<file path="src/rtl/ps2_pkg.sv">
// Shared types and constants for the PS/2 keyboard receiver and WASD key decoder.
package ps2_pkg;

  typedef enum logic [1:0] {
    ST_IDLE   = 2'd0,
    ST_DATA   = 2'd1,
    ST_PARITY = 2'd2,
    ST_STOP   = 2'd3
  } ps2_fsm_e;

  localparam logic [7:0] SC_EXT = 8'hE0;
  localparam logic [7:0] SC_BRK = 8'hF0;
  localparam logic [7:0] SC_A   = 8'h1C;
  localparam logic [7:0] SC_D   = 8'h23;
  localparam logic [7:0] SC_W   = 8'h1D;
  localparam logic [7:0] SC_S   = 8'h1B;

  localparam logic [7:0] ASCII_NONE = 8'h00;
  localparam logic [7:0] ASCII_A    = 8'h41;
  localparam logic [7:0] ASCII_D    = 8'h44;
  localparam logic [7:0] ASCII_W    = 8'h57;
  localparam logic [7:0] ASCII_S    = 8'h53;

  // ASCII_NONE marks a scancode outside the WASD set.
  function automatic logic [7:0] scan_to_ascii(input logic [7:0] sc);
    case (sc)
      SC_A:    return ASCII_A;
      SC_D:    return ASCII_D;
      SC_W:    return ASCII_W;
      SC_S:    return ASCII_S;
      default: return ASCII_NONE;
    endcase
  endfunction

endpackage

</file>
<file path="src/rtl/ps2_rx_frame.sv">
// PS/2 frame receiver: line synchronizers, start/data/parity/stop FSM and inter-edge timeout.
// Odd-parity checking is enabled by defining PS2_PARITY_CHECK_EN.
module ps2_rx_frame
  import ps2_pkg::*;
#(
  parameter int TIMEOUT_CYCLES = 50000
) (
  input  logic       clk_i,
  input  logic       rst_i,
  input  logic       ps2_clk_i,
  input  logic       ps2_data_i,
  output logic [7:0] code_o,
  output logic       code_valid_o,
  output logic       frame_err_o
);

  localparam int CNT_W = $clog2(TIMEOUT_CYCLES + 1);

  logic [1:0]       clk_sync_q, dat_sync_q;
  logic             clk_prev_q;
  ps2_fsm_e         state_q, state_d;
  logic [7:0]       shift_q, shift_d;
  logic [2:0]       bit_q, bit_d;
  logic [CNT_W-1:0] cnt_q, cnt_d;
  logic             valid_q, valid_d;
  logic             err_q, err_d;
  logic             fall, din, timeout, par_good;

  // Idle PS/2 lines float high, so synchronizers reset to 1 to avoid a false edge.
  always_ff @(posedge clk_i) begin
    if (rst_i) begin
      clk_sync_q <= 2'b11;
      dat_sync_q <= 2'b11;
      clk_prev_q <= 1'b1;
    end else begin
      clk_sync_q <= {clk_sync_q[0], ps2_clk_i};
      dat_sync_q <= {dat_sync_q[0], ps2_data_i};
      clk_prev_q <= clk_sync_q[1];
    end
  end

  assign fall    = clk_prev_q & ~clk_sync_q[1];
  assign din     = dat_sync_q[1];
  assign timeout = (state_q != ST_IDLE) && !fall && (cnt_q == CNT_W'(TIMEOUT_CYCLES - 1));

`ifdef PS2_PARITY_CHECK_EN
  logic par_ok_q, par_ok_d;
  always_ff @(posedge clk_i) begin
    if (rst_i) par_ok_q <= 1'b0;
    else       par_ok_q <= par_ok_d;
  end
  always_comb begin
    par_ok_d = par_ok_q;
    if (fall && state_q == ST_PARITY) par_ok_d = ^{shift_q, din};
  end
  assign par_good = par_ok_q;
`else
  assign par_good = 1'b1;
`endif

  always_comb begin
    state_d = state_q;
    shift_d = shift_q;
    bit_d   = bit_q;
    valid_d = 1'b0;
    err_d   = 1'b0;
    cnt_d   = (state_q == ST_IDLE || fall) ? '0 : cnt_q + CNT_W'(1);
    if (timeout) begin
      state_d = ST_IDLE;
      shift_d = '0;
      bit_d   = '0;
      err_d   = 1'b1;
    end else if (fall) begin
      case (state_q)
        ST_IDLE: begin
          if (!din) state_d = ST_DATA;
          bit_d = '0;
        end
        ST_DATA: begin
          shift_d = {din, shift_q[7:1]};
          if (bit_q == 3'd7) state_d = ST_PARITY;
          else               bit_d   = bit_q + 3'd1;
        end
        ST_PARITY: state_d = ST_STOP;
        default: begin
          state_d = ST_IDLE;
          bit_d   = '0;
          if (din && par_good) valid_d = 1'b1;
          else                 err_d   = 1'b1;
        end
      endcase
    end
  end

  always_ff @(posedge clk_i) begin
    if (rst_i) begin
      state_q <= ST_IDLE;
      shift_q <= '0;
      bit_q   <= '0;
      cnt_q   <= '0;
      valid_q <= 1'b0;
      err_q   <= 1'b0;
    end else begin
      state_q <= state_d;
      shift_q <= shift_d;
      bit_q   <= bit_d;
      cnt_q   <= cnt_d;
      valid_q <= valid_d;
      err_q   <= err_d;
    end
  end

  assign code_o       = shift_q;
  assign code_valid_o = valid_q;
  assign frame_err_o  = err_q;

endmodule

</file>
<file path="src/rtl/ps2_key_decoder.sv">
// PS/2 keyboard WASD decoder: tracks make/break/extended prefixes and reports the held key as ASCII.
// Optional odd-parity rejection in the receiver is enabled by defining PS2_PARITY_CHECK_EN.
module ps2_key_decoder
  import ps2_pkg::*;
#(
  parameter int TIMEOUT_CYCLES = 50000
) (
  input  logic       CLK_50M,
  input  logic       RST,
  input  logic       ps2_clk,
  input  logic       ps2_data,
  output logic [7:0] ps2_byte,
  output logic       ps2_state,
  output logic       frame_err
);

  logic [7:0] code, ascii;
  logic       code_valid;
  logic       ext_q, ext_d, brk_q, brk_d, key_q, key_d;
  logic [7:0] held_q, held_d, byte_q, byte_d;

  ps2_rx_frame #(
    .TIMEOUT_CYCLES(TIMEOUT_CYCLES)
  ) u_rx (
    .clk_i       (CLK_50M),
    .rst_i       (RST),
    .ps2_clk_i   (ps2_clk),
    .ps2_data_i  (ps2_data),
    .code_o      (code),
    .code_valid_o(code_valid),
    .frame_err_o (frame_err)
  );

  assign ascii = scan_to_ascii(code);

  // A rejected frame breaks any pending prefix sequence, so prefixes are dropped.
  always_comb begin
    ext_d  = ext_q;
    brk_d  = brk_q;
    key_d  = key_q;
    held_d = held_q;
    byte_d = byte_q;
    if (frame_err) begin
      ext_d = 1'b0;
      brk_d = 1'b0;
    end else if (code_valid) begin
      if (code == SC_EXT) begin
        ext_d = 1'b1;
      end else if (code == SC_BRK) begin
        brk_d = 1'b1;
      end else if (ext_q) begin
        ext_d = 1'b0;
        brk_d = 1'b0;
      end else if (brk_q) begin
        brk_d = 1'b0;
        if (key_q && code == held_q) begin
          key_d  = 1'b0;
          held_d = '0;
          byte_d = ASCII_NONE;
        end
      end else if (ascii != ASCII_NONE) begin
        key_d  = 1'b1;
        held_d = code;
        byte_d = ascii;
      end
    end
  end

  always_ff @(posedge CLK_50M) begin
    if (RST) begin
      ext_q  <= 1'b0;
      brk_q  <= 1'b0;
      key_q  <= 1'b0;
      held_q <= '0;
      byte_q <= ASCII_NONE;
    end else begin
      ext_q  <= ext_d;
      brk_q  <= brk_d;
      key_q  <= key_d;
      held_q <= held_d;
      byte_q <= byte_d;
    end
  end

  assign ps2_byte  = byte_q;
  assign ps2_state = key_q;

endmodule

</file>
<file path="config.mk">
export PLATFORM = sky130hd
export DESIGN_NAME = ps2_key_decoder
export DESIGN_NICKNAME = d
export VERILOG_FILES = /design/src/rtl/ps2_pkg.sv /design/src/rtl/ps2_rx_frame.sv /design/src/rtl/ps2_key_decoder.sv
export SDC_FILE = /design/constraint.sdc
export NUM_CORES = 1
export LEC_CHECK = 0
export ABC_AREA = 1
export BUFFER_PORTS_ARGS = -buffer_cell sky130_fd_sc_hd__buf_2
export CAP_MARGIN = 20
export CORE_ASPECT_RATIO = 0.5
export CORE_MARGIN = 4
export CORE_UTILIZATION = 50
export CTS_CLUSTER_DIAMETER = 100
export CTS_CLUSTER_SIZE = 24
export DETAILED_ROUTE_END_ITERATION = 10
export MAX_ROUTING_LAYER = met4
export PLACE_DENSITY = 0.64
export SYNTH_ARGS = -nofsm -noshare
export SYNTH_HDL_FRONTEND = slang
export SYNTH_SLANG_ARGS = --single-unit
</file>
<file path="constraint.sdc">
create_clock -name CLK_50M -period 2.2 [get_ports CLK_50M]
set_clock_uncertainty 0.2 [all_clocks]
set_input_delay 0.66 -clock CLK_50M [delete_from_list [all_inputs] [get_ports CLK_50M]]
set_output_delay 0.66 -clock CLK_50M [all_outputs]
set_load 0.02 [all_outputs]
</file>
==> results.md, run 1 <==
* Vias in the first global route at 2029
* Area share of the largest cell type after synthesis at 0.398
* RD Place Congestion at 0.888
* Residual DRC at 0
* Post-CTS setup buffer count at 0
* F_max at 514 MHz
* Die area at 0.00641 mm^2
* Synth cell types at 39
* Max FO, Critical Path at 12
* Drt pass-1 iters at 4
* Multi-input gate area at 0.00125 mm^2
* Post-synth top flop: dfxtp_1
* Initial Util at 0.520
* Worst setup margin at 0.255 ns
* Fin area at 0.00270 mm^2
* Max Root-Sink Buffers at 2
* Peak supply drop at 0.274 mV
* Final Total Pwr at 1.50 mW
* FFs w/ async S/R, synth at 0
* Highest-count cells in the layout ignoring fill and taps: 65 x nand2_1, 51 x dfxtp_1, 34 x inv_1
* Setup TNS at 0 ns
* Die height at 58.7 um
* 1st-iter DRT viols at 71
* Share of cells above drive strength 1 at 0.198
* Max-Cap Viols at 0
* Final hold viol count at 0
* Antenna-violating nets left at 0
* Port bufs at 10
* First-pass GRT wire length at 8560 um
* PD cells at 556 mW/mm^2
* Via/cell ratio at 4.91
* Setup WS pre-CTS at 0.282 ns
* WP data arrival at 1.99 ns
* Number of fill cells at 480
* Leakage at 0.978 nW
* Sequential area share after synthesis at 0.398
* Initial antenna violation count at 0
* H-tree depth at 2
* Synth Instances at 335
* Reg area at 0.00102 mm^2
* Clk slew on worst S/H paths at 0.09 ns
* Synth area leader: dfxtp_1
* Via count at 2034
* Status: finished clean
* Synth Warn # at 0
* Commonest non-fill, non-tap cell in the layout: nand2_1
* Crit start category: flip-flop
* CTS Root Cell: clkbuf_8
* Hold Crit Class: flip-flop to flip-flop
* CTS sink cnt at 51
* Fin nets at 355
* Dpl hpwl at 3490 um
* Post-synthesis to final-layout area growth at 5.07%
* Total Routing Usage GR at 0.174
* Critical path type: flip-flop to flip-flop
* Final wirelength at 4640 um
* Num CTS Buffers at 5
* #FFs+latches synth at 51
* Min cycle time layout at 1.94 ns
* Top-Level Pins at 14
* Post-synthesis instance area at 0.00257 mm^2
* # resized after CTS at 0
* RSZ-0062 raised after global routing: false
* Placed inst area at 0.00261 mm^2
* Largest net degree at the start of global routing at 18
* N_diodes at 0
* Period utilization at 0.884
* Crit end category: flip-flop
* Mean Syn Cell Area at 7.66 um^2
* Clk_lat worst skew at 0.30 ns
* GR Overflow Total at 0
* DIE WIDTH at 109 um
* CTS tree: built
* Post-CTS Hold Buffers at 0
* Top post-synthesis cells by area: dfxtp_1 40%, nand2_1 9.5%, a21oi_1 5.7%, inv_1 5.0%, nor2_1 4.8%
* Site Rows at 18
* EDFF count, synth at 0
* Final setup fails at 0
* Required time worst endpoint at 2.24 ns
* Slew Limit Fails at 0
* Core area at 0.00493 mm^2
* Avg WL per Cell at 11.2 um
registers in the layout, summed over array words and instances (netlist names):
name               count
u_rx.frame_err_o       1
ps2_state              1
u_rx.cnt_q            16
u_rx.state_q           2
u_rx.code_valid_o      1
u_rx.clk_prev_q        1
ext_q                  1
u_rx.code_o            8
u_rx.clk_sync_q        2
ps2_byte               4
u_rx.bit_q             3
u_rx.dat_sync_q        2
held_q                 8
brk_q                  1
per-layer routing:
metal  GRT usage  vias to the layer above  share of wire
li1            -                     1086              -
met1       0.203                      920           0.49
met2       0.289                       21           0.46
met3      0.0460                        7          0.038
met4      0.0675                        0          0.017
met5           -                        -              0
power breakdown:
| part | switching [mW] | internal [mW] | total, mW |
|---|---|---|---|
| Clock | 0.292 | 0.247 | 0.539 |
| Sequential | 0.00135 | 0.927 | 0.928 |
| Combinational | 0.0250 | 0.00892 | 0.0339 |
final timing paths:
path,startpoint,to,slack [ns],cells after the start
setup / recovery,u_rx.code_o[1]$_SDFFE_PP0P_,ps2_byte[0]$_SDFFE_PP0P_,0.26,10
hold / removal,u_rx.clk_sync_q[0]$_SDFF_PP1_,u_rx.clk_sync_q[1]$_SDFF_PP1_,0.21,1
setup reg to reg,u_rx.code_o[1]$_SDFFE_PP0P_,ps2_byte[0]$_SDFFE_PP0P_,0.26,10
hold reg to reg,u_rx.clk_sync_q[0]$_SDFF_PP1_,u_rx.clk_sync_q[1]$_SDFF_PP1_,0.21,1
worst max-delay path: stages (launching register included):
cell	delay, ns
dfxtp_1	0.52
inv_2	0.08
nand2_1	0.08
nor2_1	0.05
nand2_2	0.08
nand3_2	0.08
nor2_4	0.15
nand3_4	0.22
clkinv_4	0.15
nand2_1	0.11
a21oi_1	0.16
cells by family (layout without fill, tap and decap cells):
family,after synthesis,count (layout),share of synthesized area
AOI/OAI and AO/OA,52,52,0.118
xor gates and xnor gates,4,4,0.0137
DFF,51,51,0.398
and+or+nand+nor,162,162,0.318
buffers and inverters,58,65,0.117
adders and majority gates,7,7,0.0341
other,1,3,0.00146
cell usage after synthesis (7+ instances only):
| library cell | count |
|---|---|
| a21oi_1 | 29 |
| a21oi_2 | 8 |
| dfxtp_1 | 51 |
| ha_1 | 7 |
| inv_1 | 34 |
| inv_2 | 8 |
| nand2_1 | 65 |
| nand3_1 | 14 |
| nand3_2 | 12 |
| nor2_1 | 33 |
| nor2_2 | 7 |
| nor3_1 | 8 |
| o21ai_0 | 10 |
metrics by stage:
| stage | cells | util | hold WS, ns |
|---|---|---|---|
| 6_report | 414 | 0.547 | 0.212 |
| 5_1_grt | 414 | 0.547 | 0.248 |
| 4_1_cts | 414 | 0.547 | 0.215 |
| 3_5_place_dp | 407 | 0.529 | 0.193 |
| 3_3_place_gp | 407 | 0.529 | 0.195 |
| 2_1_floorplan | 337 | - | 0.189 |
cell type report:
| class | instances | area share |
|---|---|---|
| flip-flops and latches | 51 | 0.379 |
| well taps | 70 | 0.0325 |
| repair buffers | 13 | 0.0269 |
| clock buffers | 6 | 0.0306 |
| clock inverters | 1 | 0.00186 |
| multi-input cells | 228 | 0.465 |
| inverters | 45 | 0.0645 |
No activity file was read; power rests on OpenSTA's default activity.
==> inputs of run 2 (changes only) <==
- PLACE_DENSITY: 0.64 -> 0.67
==> run 2 against run 1 <==
  * Setup slack gained 0.0018 ns
  * Clock power grew 15%
  * Largest cell class unchanged
  * Core utilization grew 0.30 points
  * Sequential share of layout area down 0.21 points
  * Die area unchanged
  * Cell count stayed put
  * Critical path depth did not move
  * Sequential cell count did not move
  * First-iteration DRC count down 4.2%
  * Combinational power about the same
  * Global-route usage fell by 1.1 points
==> results.md, run 2 (synthesis results as in run 1) <==
* Num CTS Buffers at 5 (unchanged)
* Core area at 0.00493 mm^2 (unchanged)
* Commonest non-fill, non-tap cell in the layout: nand2_1
* Peak supply drop at 0.274 mV (-0.31%)
* Post-CTS Hold Buffers at 0 (unchanged)
* # resized after CTS at 0 (unchanged)
* DIE WIDTH at 109 um (unchanged)
* Status: finished clean
* Crit path buffers/inverters at 2 (unchanged)
* Port bufs at 10 (unchanged)
* Max FO, Critical Path at 12 (unchanged)
* Dpl hpwl at 3470 um (-0.77%)
* Via/cell ratio at 4.96 (+0.98%)
* Min cycle time layout at 1.94 ns (-0.00183 ns)
* Largest register FFs at 16 (unchanged)
* Max Root-Sink Buffers at 2 (unchanged)
* 1st-iter DRT viols at 68 (-4.2%)
* Required time worst endpoint at 2.24 ns (about the same)
* Worst reg2reg path endpoint: held_q[4]$_SDFFE_PP0P_
* N_diodes at 0 (unchanged)
* Post-synthesis to final-layout area growth at 5.66%
* CTS tree: built
* Ordered list of cells on the worst path: inv_1, nand2_1, nor2_1, nand2_2, nand3_2, nor2_4, nand3_4, clkinv_4, nand2_1, a21oi_1
* Clk slew on worst S/H paths at 0.09 ns (about the same)
* Site Rows at 18 (unchanged)
* Crit start category: flip-flop
* First-pass GRT wire length at 8050 um (-6.0%)
* Largest net degree at the start of global routing at 18 (unchanged)
* Critical path type: flip-flop to flip-flop
* Hold Crit Class: flip-flop to flip-flop
* CTS sink cnt at 51 (unchanged)
* Post-CTS setup buffer count at 0 (unchanged)
* Residual DRC at 0 (unchanged)
* Worst Setup SP: u_rx.code_o[0]$_SDFFE_PP0P_
* H-tree depth at 2 (unchanged)
* Final Total Pwr at 1.58 mW (+5.4%)
* Worst r2r src: u_rx.code_o[0]$_SDFFE_PP0P_
* Fin area at 0.00271 mm^2 (+0.56%)
* Avg WL per Cell at 11.1 um (-1.0%)
* Initial antenna violation count at 0 (unchanged)
* CP delay by family, top: simple AND/OR/NAND/NOR gates
* Leakage at 0.982 nW (+0.43%)
* CTS Root Cell: clkbuf_8
* F_max at 515 MHz (about the same)
* Share of cells above drive strength 1 at 0.195 (-0.00291)
* Top-Level Pins at 14 (unchanged)
* WP depth at 10 (unchanged)
* RSZ-0062 raised after global routing: false
* PD cells at 583 mW/mm^2 (+4.8%)
* Die height at 58.7 um (unchanged)
* Crit end category: flip-flop
* Die area at 0.00641 mm^2 (unchanged)
* Clk_lat worst skew at 0.30 ns (about the same)
* Final wirelength at 4590 um (-1.0%)
* Max stage delay on crit path at 0.51 ns (about the same)
* Fin nets at 355 (unchanged)
* Placed inst area at 0.00261 mm^2 (unchanged)
* Drt pass-1 iters at 4 (unchanged)
* Crit path to: held_q[4]$_SDFFE_PP0P_
* Via count at 2054 (+0.98%)
* FF-to-FF setup slack at 0.26 ns (about the same)
* Slowest CP cell: dfxtp_1
* GR Overflow Total at 0 (unchanged)
* Setup TNS at 0 ns (unchanged)
* Number of fill cells at 467 (-2.7%)
* WP data arrival at 1.98 ns (about the same)
* Max-Cap Viols at 0 (unchanged)
* Antenna-violating nets left at 0 (unchanged)
* Vias in the first global route at 1902 (-6.3%)
* Hold path cells at 1 (unchanged)
* Top reg by flops: u_rx.cnt_q
* Final setup fails at 0 (unchanged)
* Highest-count cells in the layout ignoring fill and taps: 65 x nand2_1, 51 x dfxtp_1, 34 x inv_1
* RD Place Congestion at 0.789 (-11%)
* Total Routing Usage GR at 0.162 (-0.0113)
* Slew Limit Fails at 0 (unchanged)
* Final hold viol count at 0 (unchanged)
* Period utilization at 0.883 (about the same)
* Worst r2r path cells at 10 (unchanged)
* Cell mode on critical path: nand2_1
* Initial Util at 0.520 (unchanged)
==> run 2: cell count changes in the layout (fill, tap and decap cells not counted) <==
cell / change
bufinv_16: +1
clkbuf_1: +1
clkbuf_8: -1
clkinv_2: -1
==> run 2: power by group <==
part	total (mW)	leakage [nW]	internal (mW)	switching, mW
registers	0.928	0.412	0.927	0.00146
logic	0.0342	0.519	0.00889	0.0253
clock network	0.619	0.0513	0.333	0.286
total	1.58	0.982	1.27	0.312
==> run 2: worst min path at each step <==
stage                                        from                       endpoint
finish              u_rx.dat_sync_q[0]$_SDFF_PP1_  u_rx.dat_sync_q[1]$_SDFF_PP1_
global route        u_rx.dat_sync_q[0]$_SDFF_PP1_  u_rx.dat_sync_q[1]$_SDFF_PP1_
CTS                 u_rx.dat_sync_q[0]$_SDFF_PP1_  u_rx.dat_sync_q[1]$_SDFF_PP1_
detailed placement  u_rx.dat_sync_q[0]$_SDFF_PP1_  u_rx.dat_sync_q[1]$_SDFF_PP1_
global placement    u_rx.dat_sync_q[0]$_SDFF_PP1_  u_rx.dat_sync_q[1]$_SDFF_PP1_
floorplan           u_rx.clk_sync_q[0]$_SDFF_PP1_  u_rx.clk_sync_q[1]$_SDFF_PP1_
==> run 2: layout make-up <==
class | instances | area (um^2) | share of cell area
inverter | 45 | 174 | 0.0641
clock buffer | 6 | 72.6 | 0.0268
tap | 70 | 87.6 | 0.0323
clock inverter | 1 | 30.0 | 0.0111
timing repair buffer | 13 | 72.6 | 0.0268
sequential | 51 | 1020 | 0.377
multi-input combinational | 228 | 1250 | 0.462
==> run 2: metrics by stage <==
stage,cells,setup WS (ns),hold WS [ns],utilization
final,414,0.257,0.221,0.550
after global placement,407,0.315,0.193,0.529
after detailed placement,407,0.279,0.205,0.529
after floorplan,337,0.566,0.189,-
after global routing,414,0.106,0.235,0.550
after CTS,414,0.264,0.226,0.550
==> run 2: routing by layer <==
metal | global-route usage | up-vias | routed length, um
met5 | - | - | 0
met4 | 0.0533 | 0 | 81
met3 | 0.0449 | 12 | 198
met2 | 0.267 | 36 | 2080
met1 | 0.195 | 914 | 2230
li1 | - | 1092 | -
==> inputs of run 3 (changes only) <==
- ABC_AREA: 1 -> 0
- PLACE_DENSITY: 0.67 -> 0.68
==> run 3 against run 2 <==
  * Register-to-register slack got worse by 0.15 ns
  * Clock-buffer cell count stayed put
  * Core utilization grew 6.7 points
  * Clock power is 15% lower
  * Non-clock buffer count rose by 6
  * Critical path type unchanged
  * Highest routed layer unchanged
==> results.md, run 3 <==
* Status: finished clean
* 1st-iter DRT viols at 59 (-13%)
* Post-synthesis instance area at 0.00226 mm^2 (-12%)
* Max FO, Critical Path at 6 (-6)
* Fin nets at 276 (-22%)
* Via/cell ratio at 5.39 (+8.7%)
* Worst Max-Slew Pin Slew at 0.513 ns
* Leakage at 0.983 nW (about the same)
* Port bufs at 10 (unchanged)
* Highest-count cells in the layout ignoring fill and taps: 49 x dfxtp_1, 26 x nor2_1, 23 x nand2_1
* Final core occ at 0.617 (+0.0671)
* CTS sink cnt at 51 (unchanged)
* First-pass GRT wire length at 7040 um (-13%)
* Crit end category: flip-flop
* Switching power at 312 uW (about the same)
* Final hold viol count at 0 (unchanged)
* Core area at 0.00412 mm^2 (-16%)
* N_diodes at 0 (unchanged)
* Slew Limit Fails at 0 (unchanged)
* CTS tree: built
* Num CTS Buffers at 5 (unchanged)
* Most frequent cell after synthesis: dfxtp_1
* Drt pass-1 iters at 4 (unchanged)
* Die area at 0.00573 mm^2 (-11%)
* Residual DRC at 0 (unchanged)
* Period utilization at 0.951 (+0.0679)
* Max-Cap Viols at 0 (unchanged)
* RD Place Congestion at 0.770 (-2.4%)
* Peak supply drop at 0.273 mV (about the same)
* Largest register FFs at 16 (unchanged)
* Post-synth top cells: 51 x dfxtp_1, 26 x nor2_1, 23 x nand2_1
* Post-synthesis to final-layout area growth at 12.5%
* Ordered list of cells on the worst path: inv_1, ha_4, nor4bb_2, nand3_1, nor4_4, or2_4, clkbuf_16, a21oi_1
* Total Routing Usage GR at 0.154 (-0.00878)
* Top post-synthesis cells by area: dfxtp_1 45%, xnor2_1 4.6%, nand3_1 4.4%, nor2_1 4.3%, ha_1 3.9%
* Mean Syn Cell Area at 9.04 um^2 (+18%)
* Die height at 55.6 um (-5.3%)
* Post-synth top flop: dfxtp_1
* CP delay by family, top: simple AND/OR/NAND/NOR gates
* Final Total Pwr at 1.51 mW (-4.6%)
* Max stage delay on crit path at 0.35 ns (-0.16 ns)
* Power share of the combinational group at 0.034 (+0.012)
* H-tree depth at 2 (unchanged)
* Site Rows at 16 (-2)
* Crit start category: flip-flop
* Sw Ratio at 0.207 (+0.00963)
* Clock Power Share at 0.350 (-0.041)
* Initial antenna violation count at 0 (unchanged)
* WP data arrival at 2.08 ns (+0.10 ns)
* Max Root-Sink Buffers at 2 (unchanged)
* Synth area leader: dfxtp_1
* Top-Level Pins at 14 (unchanged)
* Dpl hpwl at 2780 um (-20%)
* Min cycle time layout at 2.09 ns (+0.149 ns)
* Sequential area share after synthesis at 0.452 (+0.0537)
* Final wirelength at 4040 um (-12%)
* Critical path type: flip-flop to flip-flop
* Via count at 1720 (-16%)
* Slowest CP cell: dfxtp_2
* Share of cells above drive strength 1 at 0.189 (-0.00609)
* FFs w/ async S/R, synth at 0 (unchanged)
* Clk slew on worst S/H paths at 0.08 ns (about the same)
* Area share of the largest cell type after synthesis at 0.452 (+0.0537)
* Crit path buffers/inverters at 2 (unchanged)
* Required time worst endpoint at 2.19 ns (-0.05 ns)
* Vias in the first global route at 1589 (-16%)
* Synth Instances at 250 (-25%)
* EDFF count, synth at 0 (unchanged)
* Internal power at 1.20 mW (-5.8%)
* Antenna-violating nets left at 0 (unchanged)
* DIE WIDTH at 103 um (-5.7%)
* Clk_lat worst skew at 0.29 ns (about the same)
* Slew HR at 0.657
* F_max at 478 MHz (-7.1%)
* Commonest non-fill, non-tap cell in the layout: dfxtp_1
* CTS Root Cell: clkbuf_8
* Register share of total power at 0.616 (+0.029)
* Final setup fails at 0 (unchanged)
* Synth cell types at 43 (+10%)
* Initial Util at 0.548 (+0.0279)
* Hold Crit Class: flip-flop to flip-flop
* Avg WL per Cell at 12.7 um (+14%)
* #FFs+latches synth at 51 (unchanged)
* Top reg by flops: u_rx.cnt_q
* GR Overflow Total at 0 (unchanged)
* Largest net degree at the start of global routing at 16 (-2)
* Synth Warn # at 0 (unchanged)
* PD cells at 593 mW/mm^2 (+1.7%)
==> run 3: repair_timing <==
action	in CTS	in global routing
pin swaps	1	4
hold buffers	0	0
cloned	0	1
gates resized for setup	1	9
buffers inserted	0	2
setup endpoints to repair	13	23
==> run 3: layout make-up <==
type | count | area (um^2)
Clock buffer | 6 | 82.6
Clock inverter | 1 | 5.00
Timing Repair Buffer | 19 | 148
Multi-Input combinational cell | 181 | 1190
Fill cell | 358 | 1580
Inverter | 7 | 26.3
Tap cell | 54 | 67.6
Sequential cell | 51 | 1020
==> run 3: per-stage QoR <==
stage	hold slack (ns)	TNS, ns	area [um^2]	setup WS [ns]	instances
2_1_floorplan	0.189	0	2270	0.191	252
5_1_grt	0.235	-0.00996	2540	-0.00494	319
6_report	0.216	0	2540	0.108	319
3_3_place_gp	0.195	-0.338	2360	-0.0318	309
3_5_place_dp	0.198	-0.765	2360	-0.0625	309
4_1_cts	0.221	0	2460	0.0190	316
==> run 3: cell families (layout without fill, tap and decap cells) <==
kind of cell | count (synthesis) | after routing | synth area share
compound gates | 38 | 38 | 0.123
xor+xnor | 22 | 22 | 0.0852
fa+ha+maj | 7 | 7 | 0.0387
buf+inv | 20 | 33 | 0.0476
flops | 51 | 51 | 0.452
mux | 1 | 1 | 0.00443
other cells | 1 | 3 | 0.00166
simple gates | 110 | 110 | 0.248
==> run 3: metal layers <==
metal  vias to the layer above  wire length, um  track usage
met5                         -                0            -
met4                         0               25       0.0351
met3                         4              126       0.0452
met2                        12             1840        0.245
met1                       820             2050        0.192
li1                        884                -            -
==> run 3: path summary, 6_finish.rpt <==
kind | start | end | slack (ns) | cells after the start
max | u_rx.state_q[0]$_SDFFE_PP0P_ | u_rx.state_q[0]$_SDFFE_PP0P_ | 0.11 | 8
min | u_rx.dat_sync_q[0]$_SDFF_PP1_ | u_rx.dat_sync_q[1]$_SDFF_PP1_ | 0.22 | 1
max reg2reg | u_rx.state_q[0]$_SDFFE_PP0P_ | u_rx.state_q[0]$_SDFFE_PP0P_ | 0.11 | 8
min reg2reg | u_rx.dat_sync_q[0]$_SDFF_PP1_ | u_rx.dat_sync_q[1]$_SDFF_PP1_ | 0.22 | 1
==> run 3: worst register-to-register path: stages (launching register included) <==
cell	delay [ns]
dfxtp_2	0.35
inv_1	0.08
ha_4	0.18
nor4bb_2	0.30
nand3_1	0.17
nor4_4	0.34
or2_4	0.20
clkbuf_16	0.14
a21oi_1	0.04
==> run 3: power by group through the flow <==
stage / clock [mW] / sequential [mW] / combinational [mW]
6_report: 0.528 / 0.929 / 0.0517
5_1_grt: 0.577 / 0.930 / 0.0564
4_1_cts: 0.546 / 0.929 / 0.0425
3_5_place_dp: 0 / 0.951 / 0.0425
3_3_place_gp: 0 / 0.951 / 0.0415
2_1_floorplan: 0 / 0.950 / 0.0344
